### src/rtl/sram_128b_w16_arbiter_pkg.sv
// Shared SRAM macro constants for the 128b x 16 arbiter.
// Pin polarities of the single-port macro are also collected here.
package sram_128b_w16_arbiter_pkg;
  localparam int   SRAM_DEPTH = 16;
  localparam int   SRAM_AW    = $clog2(SRAM_DEPTH);
  localparam int   SRAM_DW    = 128;
  localparam logic OP_READ    = 1'b0;
  localparam logic OP_WRITE   = 1'b1;
  localparam logic CEN_ON     = 1'b0;
  localparam logic WEN_WR     = 1'b0;

  // Pointer width that stays legal when only one requester exists.
  function automatic int ptr_w(input int n);
    return (n > 1) ? $clog2(n) : 1;
  endfunction
endpackage

### src/rtl/sram_128b_w16_arbiter_rr.sv
// Combinational round-robin picker: first valid at or after rr_ptr, wrapping.
module sram_128b_w16_arbiter_rr #(
  parameter int N  = 2,
  parameter int PW = 1
) (
  input  logic [N-1:0]  valid,
  input  logic [PW-1:0] rr_ptr,
  output logic [N-1:0]  grant,
  output logic [PW-1:0] grant_idx,
  output logic          any_grant
);
  int            sum;
  logic [PW-1:0] idx;

  // Walk offsets from farthest to nearest so the nearest valid one wins.
  always_comb begin
    grant     = '0;
    grant_idx = '0;
    any_grant = 1'b0;
    sum       = 0;
    idx       = '0;
    for (int k = N - 1; k >= 0; k--) begin
      sum = int'(rr_ptr) + k;
      if (sum >= N) sum = sum - N;
      idx = PW'(sum);
      if (valid[idx]) begin
        grant      = '0;
        grant[idx] = 1'b1;
        grant_idx  = idx;
        any_grant  = 1'b1;
      end
    end
  end
endmodule

### src/rtl/sram_128b_w16_arbiter.sv
// Round-robin sharing of one single-port 128b x 16 SRAM between NUM_REQ clients;
// reads return one cycle later tagged with the issuing requester index.
module sram_128b_w16_arbiter
  import sram_128b_w16_arbiter_pkg::*;
#(
  parameter int NUM_REQ = 2,
  parameter int ID_W    = 2
) (
  input  logic                       clk,
  input  logic                       reset,
  input  logic [NUM_REQ-1:0]         req_valid,
  input  logic [NUM_REQ-1:0]         req_we,
  input  logic [SRAM_AW*NUM_REQ-1:0] req_addr,
  input  logic [SRAM_DW*NUM_REQ-1:0] req_wdata,
  output logic [NUM_REQ-1:0]         req_ready,
  output logic                       rsp_valid,
  output logic [ID_W-1:0]            rsp_id,
  output logic [SRAM_DW-1:0]         rsp_data,
  output logic                       sram_CEN,
  output logic                       sram_WEN,
  output logic [SRAM_AW-1:0]         sram_A,
  output logic [SRAM_DW-1:0]         sram_D,
  input  logic [SRAM_DW-1:0]         sram_Q
);
  localparam int PW = ptr_w(NUM_REQ);

  typedef struct packed {
    logic            vld;
    logic [ID_W-1:0] id;
  } rsp_t;

  logic [NUM_REQ-1:0][SRAM_AW-1:0] addr_v;
  logic [NUM_REQ-1:0][SRAM_DW-1:0] wdata_v;
  logic [NUM_REQ-1:0]              valid_g;
  logic [NUM_REQ-1:0]              grant;
  logic [PW-1:0]                   g_idx;
  logic                            any_grant;
  logic [PW-1:0]                   rr_ptr;
  logic                            op;
  rsp_t                            rsp_q;

  assign addr_v  = req_addr;
  assign wdata_v = req_wdata;
  // Masking the requests during reset keeps the SRAM idle and ready low.
  assign valid_g = reset ? '0 : req_valid;

  sram_128b_w16_arbiter_rr #(.N(NUM_REQ), .PW(PW)) u_rr (
    .valid     (valid_g),
    .rr_ptr    (rr_ptr),
    .grant     (grant),
    .grant_idx (g_idx),
    .any_grant (any_grant)
  );

  assign op        = any_grant ? req_we[g_idx] : OP_READ;
  assign req_ready = grant;
  assign sram_CEN  = any_grant ? CEN_ON : ~CEN_ON;
  assign sram_WEN  = (any_grant && op == OP_WRITE) ? WEN_WR : ~WEN_WR;
  assign sram_A    = any_grant ? addr_v[g_idx]  : '0;
  assign sram_D    = any_grant ? wdata_v[g_idx] : '0;

  always_ff @(posedge clk) begin
    if (reset) begin
      rr_ptr <= '0;
      rsp_q  <= '0;
    end else begin
      if (any_grant)
        rr_ptr <= (g_idx == PW'(NUM_REQ - 1)) ? '0 : g_idx + 1'b1;
      rsp_q.vld <= any_grant && (op == OP_READ);
      rsp_q.id  <= ID_W'(g_idx);
    end
  end

  assign rsp_valid = rsp_q.vld;
  assign rsp_id    = rsp_q.id;
  assign rsp_data  = sram_Q;
endmodule

### config.mk
export PLATFORM = sky130hd
export DESIGN_NAME = sram_128b_w16_arbiter
export DESIGN_NICKNAME = d
export VERILOG_FILES = /design/src/rtl/sram_128b_w16_arbiter_pkg.sv /design/src/rtl/sram_128b_w16_arbiter_rr.sv /design/src/rtl/sram_128b_w16_arbiter.sv
export SDC_FILE = /design/constraint.sdc
export NUM_CORES = 1
export LEC_CHECK = 0
export BUFFER_PORTS_ARGS = -buffer_cell sky130_fd_sc_hd__buf_4
export CAP_MARGIN = 20
export CORE_AREA = 2 2 261 263
export DETAILED_ROUTE_END_ITERATION = 10
export DIE_AREA = 0 0 263 265
export GPL_TIMING_DRIVEN = 0
export PLACE_DENSITY = 0.39
export SLEW_MARGIN = 20
export SYNTH_ARGS = -nofsm -noshare
export SYNTH_HDL_FRONTEND = slang
export SYNTH_SLANG_ARGS = --single-unit
### constraint.sdc
create_clock -name clk -period 1.6 [get_ports clk]
set_clock_uncertainty 0.15 [all_clocks]
set_input_delay 0.24 -clock clk [delete_from_list [all_inputs] [get_ports clk]]
set_output_delay 0.24 -clock clk [all_outputs]
set_load 0.01 [all_outputs]
# Word-level counts from Yosys, hierarchy flattened
# Cells that the tools add are included.
[totals] register_bits=4 input_bits=398 out_inout_bits=267
[classes] addsub=4 order_cmp=7 muxes=29 n_bitwise=1 n_reduce_logical=4
[ops] cell="$mux W128" count=3
[ops] cell="$mux W1" count=18
[ops] cell="$mux W4" count=3
[ops] cell="$lt A1 B2 Y1 const B" count=3
[ops] cell="$mux W2" count=3
[ops] cell="$logic_and A1 B1 Y1" count=4
[ops] cell="$add A1 B1 Y2 const B" count=1
[ops] cell="$demux W1 S1" count=2
[ops] cell="$ge A1 B1 Y1 const B" count=2
[ops] cell="$ge A1 B2 Y1 const B" count=1
[ops] cell="$ge A2 B2 Y1 const B" count=1
[ops] cell="$sub A1 B1 Y1 const B" count=2
[ops] cell="$add A1 B1 Y1 const B" count=1
[ops] cell="$not A1 Y1" count=1

# Depth between registers and ports, before layout
[logic_depth] word_depth=12 depth_mapped=6 mapped_depth_nobuf=2

# Cells and area by module
# From an unflattened synthesis, not the netlist that was laid out.
[unflattened] hier_cells=440 hier_area_um2=3155.5
[by_module_without_submodules] module="sram_128b_w16_arbiter" instances=1 cells_per_inst=435 area_per_inst_um2=3123.0 seq_area_each_um2=60.1
[by_module_without_submodules] module="sram_128b_w16_arbiter_rr" instances=1 cells_per_inst=5 area_per_inst_um2=32.5 seq_area_each_um2=0.0

# Worst setup path before layout
# No wires, ideal clock.
[synth_timing] kind="flip-flop to output port" from="register rr_ptr" to="output port sram_D[49]" arrival_ps=1110 setup_slack_ps=100 path_stages_with_launch=6 n_path_buf=3 cell_sequence="dfxtp_1 -> nor2b_1 -> buf_6 -> buf_6 -> buf_6 -> o32ai_2"
[synth_between] elab_chain_cells=10 word_cells_on_any_way=18 cone_classes="3 x add/sub; 2 x order compare; 13 x mux"
[synth_rtl] item="start: declaration" line_no="sram_128b_w16_arbiter.sv:38" source="logic [PW-1:0] rr_ptr;"
[synth_rtl] item="start signal: assignment" line_no="sram_128b_w16_arbiter.sv:68" source="rr_ptr <= (g_idx == PW'(NUM_REQ - 1)) ? '0 : g_idx + 1'b1;"
[synth_rtl] item="$add A1 B1 Y2" line_no="sram_128b_w16_arbiter_rr.sv:23" source="sum = int'(rr_ptr) + k;"
[synth_rtl] item="$ge A2 B2 Y1 / $sub A1 B1 Y1 (equally long branches)" line_no="sram_128b_w16_arbiter_rr.sv:24" source="if (sum >= N) sum = sum - N;"
[synth_rtl] item="$mux W1" line_no="sram_128b_w16_arbiter_rr.sv:24"
[synth_rtl] item="$mux W1 (not written as such) (2 in series)" line_no="sram_128b_w16_arbiter_rr.sv:26" source="if (valid[idx]) begin"
[synth_rtl] item="$mux W1 (2 in series)" line_no="sram_128b_w16_arbiter_rr.sv:26"
[synth_rtl] item="$mux W128 (not written as such) (2 in series)" line_no="sram_128b_w16_arbiter.sv:60" source="assign sram_D = any_grant ? wdata_v[g_idx] : '0;"
[synth_rtl] item="$mux W128 (*)" line_no="sram_128b_w16_arbiter.sv:60"
[synth_rtl] item="end: declaration" line_no="sram_128b_w16_arbiter.sv:22" source="output logic [SRAM_DW-1:0] sram_D,"
# Every way passes the cells marked *; elsewhere a longest branch is shown, timed or not. The select of a mux whose other input is x is not followed.

# Worst setup path in the final report
[layout_timing] from="register rr_ptr" to="output port sram_D[68]"
# Same word-level chain as after synthesis.

==> results.md <==
* Main synth FF type: dfxtp_1
* Required time worst endpoint at 1210 ps
* DRT iter0 DRCs at 153
* Global-route wire length before repair at 48600 um
* Maximum root-to-sink buffer count at 2
* Worst reg2reg path depth at 5
* CTS tree: built
* Crit path launch type: register
* Die area at 0.0697 sq mm
* Clock sink count at 3
* CP Capture Type: primary output
* Area grow syn2layout at 133%
* CP Cell Sequence: a21bo_1 > buf_12 > buf_16 > buf_12 > o32ai_2 > buf_4
* Lkg Pwr at 4.86 nW
* Stages on worst setup path at 6
* Port buffer count at 534
* Clock power share at 10.5%
* Fin. max-slew vios at 0
* Pwr Density at 331 mW/mm^2
* Initial Util at 7.36%
* Worst min path class: input pin to register
* CTS buffer count at 3
* Final Net Count at 1569
* Hold WS at 177 ps
* Reg power frac at 2.2%
* Detailed placer's ending HPWL at 29800 um
* Max cap viols at 0
* Worst Hold Depth at 3
* Routed Antenna Nets at 0
* CTS Root Cell: clkbuf_16
* Cell variety after synth at 20
* Max_slew headroom at 65.1%
* Minimum clock period after layout at 1940 ps
* Tightest Pin Transition at 523 ps
* Post-layout util at 17.1%
* # fillers at 7608
* Overall Global Routing Usage at 9.36%
* FF+latch count, synth at 3
* Crit-path max FO at 10
* Post-route DRC at 0
* Count leader, synth: nand2b_1
* First-pass iteration count of the detailed router at 4
* Via Count at 6752
* Highest cell delay on the worst timing path at 330 ps
* IO Pins at 665
* Vias in the first global route at 7168
* Final period util at 121%
* Ratio of cells with drive above 1 in the final layout at 73.4%
* Peak Freq at 515 MHz
* Syn_nets at 1019
* Net Sw Frac at 40.4%
* Final Setup Violations at 135
* Setup slack after layout at -341 ps
* Failing checks: negative setup slack
* Yosys top cell by area: nand2b_1
* Gr ovfl total at 0
* Drt via density at 3.30
* Power, Total at 3.79 mW
* Crit path max-delay cell type: dfxtp_2
* Mapped Cells at 621
* Rows at 95
* Gate power share at 87.3%
* Post-synth EDFFs at 0
* Clock latency on the worst-skew pair at 220 ps
* Chip Width at 263 um
* Ys async rst share at 0%
* Internal power at 2.26 mW
* RSZ-0062 raised after global routing: true
* IR drop worst, VDD at 314 uV
* Most used cell, CP: buf_12
* Synth area leaders: nand2b_1 (34%), o32ai_2 (23%), buf_4 (21%), o32ai_1 (11%), buf_6 (3.9%)
* Buffers & Inverters on Critical Path at 4
* Syn_area_per_cell at 7.92 sq um
* Initial antenna violation count at 2
* Fin. Hold Viols at 0
* Top delay family on crit path: buffers and inverters
* Arrival time at the worst endpoint at 1550 ps
* WL final at 35600 um
* Sw Pwr at 1.53 mW
* GP Congestion at 0.795
* Core Footprint at 0.0668 sq mm
* Wire per inst at 17.4 um
* Synthesized cell area at 0.00492 sq mm
* # hold bufs at CTS at 0
* Yosys warning total at 0
* Final Cell Area at 0.0115 sq mm
* Yosys top cell area share at 33.8%
* DP Area at 0.0100 sq mm
* Synth top cells by count: nand2b_1 (266), buf_4 (136), o32ai_2 (69)
* H-tree lvl count at 1
* Part of the Yosys area used for sequential elements at 1.22%
* Largest net degree at the start of global routing at 11
* Status: finished with violations
* Chip height at 265 um
* Reg clk slew, reported paths at 30 ps
* Setup Crit Path Kind: register to primary output
[state kept, by name, indices dropped and copies added, names as in the netlist]
name / count
rsp_valid: 1
rr_ptr: 1
rsp_id: 1
[repair_timing]
action                     4_1_cts  5_1_grt
pin swaps                       21        5
setup buffers                    3        5
cloned                           2        1
setup endpoints to repair      136      135
gates resized for setup        143       67
[cell families after synthesis]
kind of cell	synth area share [%]
AOI/OAI and AO/OA	35.0
and+or+nand+nor	34.6
buffers and inverters	29.0
other	0.0762
DFF	1.22
[power by group through the flow]
| stage | clock (mW) | sequential, mW | combinational (mW) |
|---|---|---|---|
| 6_report | 0.397 | 0.0851 | 3.30 |
| 5_1_grt | 0.416 | 0.0862 | 3.53 |
| 4_1_cts | 0.404 | 0.0853 | 3.19 |
| 3_5_place_dp | 0 | 0.0861 | 2.86 |
| 3_3_place_gp | 0 | 0.0859 | 2.85 |
| 2_1_floorplan | 0 | 0.0851 | 1.33 |
[routing by layer]
metal	share of wire, %	GRT usage (%)	vias up
met5	0	0	-
met4	3.4	2.87	0
met3	8.2	2.81	42
met2	54	18.3	378
met1	34	9.38	3156
li1	-	-	3176
[worst reg2reg max path, cell delays in order, from the launching register on]
cell     delay, ps
dfxtp_2        330
nor2b_4        120
buf_12         180
buf_12         160
buf_12         150
nor3_1          60
[cell usage in the layout, fill, tap and decap left out, drive strengths merged]
| master | Yosys | final |
|---|---|---|
| o32ai | 132 | 132 |
| nand2b | 266 | 266 |
| a21oi | 1 | 1 |
| inv | 1 | 1 |
| a21bo | 1 | 1 |
| clkbuf | 33 | 38 |
| a32oi | 1 | 1 |
| nor2b | 3 | 3 |
| nor3 | 2 | 2 |
| buf | 171 | 715 |
| conb | 1 | 1 |
| dfxtp | 3 | 3 |
| a21boi | 1 | 1 |
| diode | 0 | 2 |
| a32o | 1 | 1 |
| nor2 | 3 | 3 |
| o21bai | 1 | 1 |
[path summary, 6_finish.rpt]
kind                                    from          to  slack, ps
worst max-delay path                  rr_ptr  sram_D[68]       -340
worst min-delay path            req_valid[0]      rr_ptr        180
worst max register to register        rr_ptr   rsp_id[0]        310
worst min register to register        rr_ptr      rr_ptr        490
[stage by stage]
step | setup slack [ps] | cells | setup TNS (ps)
floorplan | 99.8 | 621 | 0
global placement | -1080 | 2028 | -88800
detailed placement | -1090 | 2029 | -87840
CTS | -358 | 2037 | -38920
global route | -411 | 2044 | -46380
finish | -341 | 2045 | -38430
[area by class of cell]
type,count,area [sq um],share of cell area (%)
Tap cell,873,1090,9.54
Timing Repair Buffer,546,4290,37.5
Sequential cell,3,61.3,0.535
Multi-Input combinational cell,413,4180,36.5
Antenna cell,2,5.00,0.0437
Buffer,203,1740,15.2
Inverter,1,6.26,0.0546
Clock buffer,4,78.8,0.688
(Power assumes the default switching activity.)
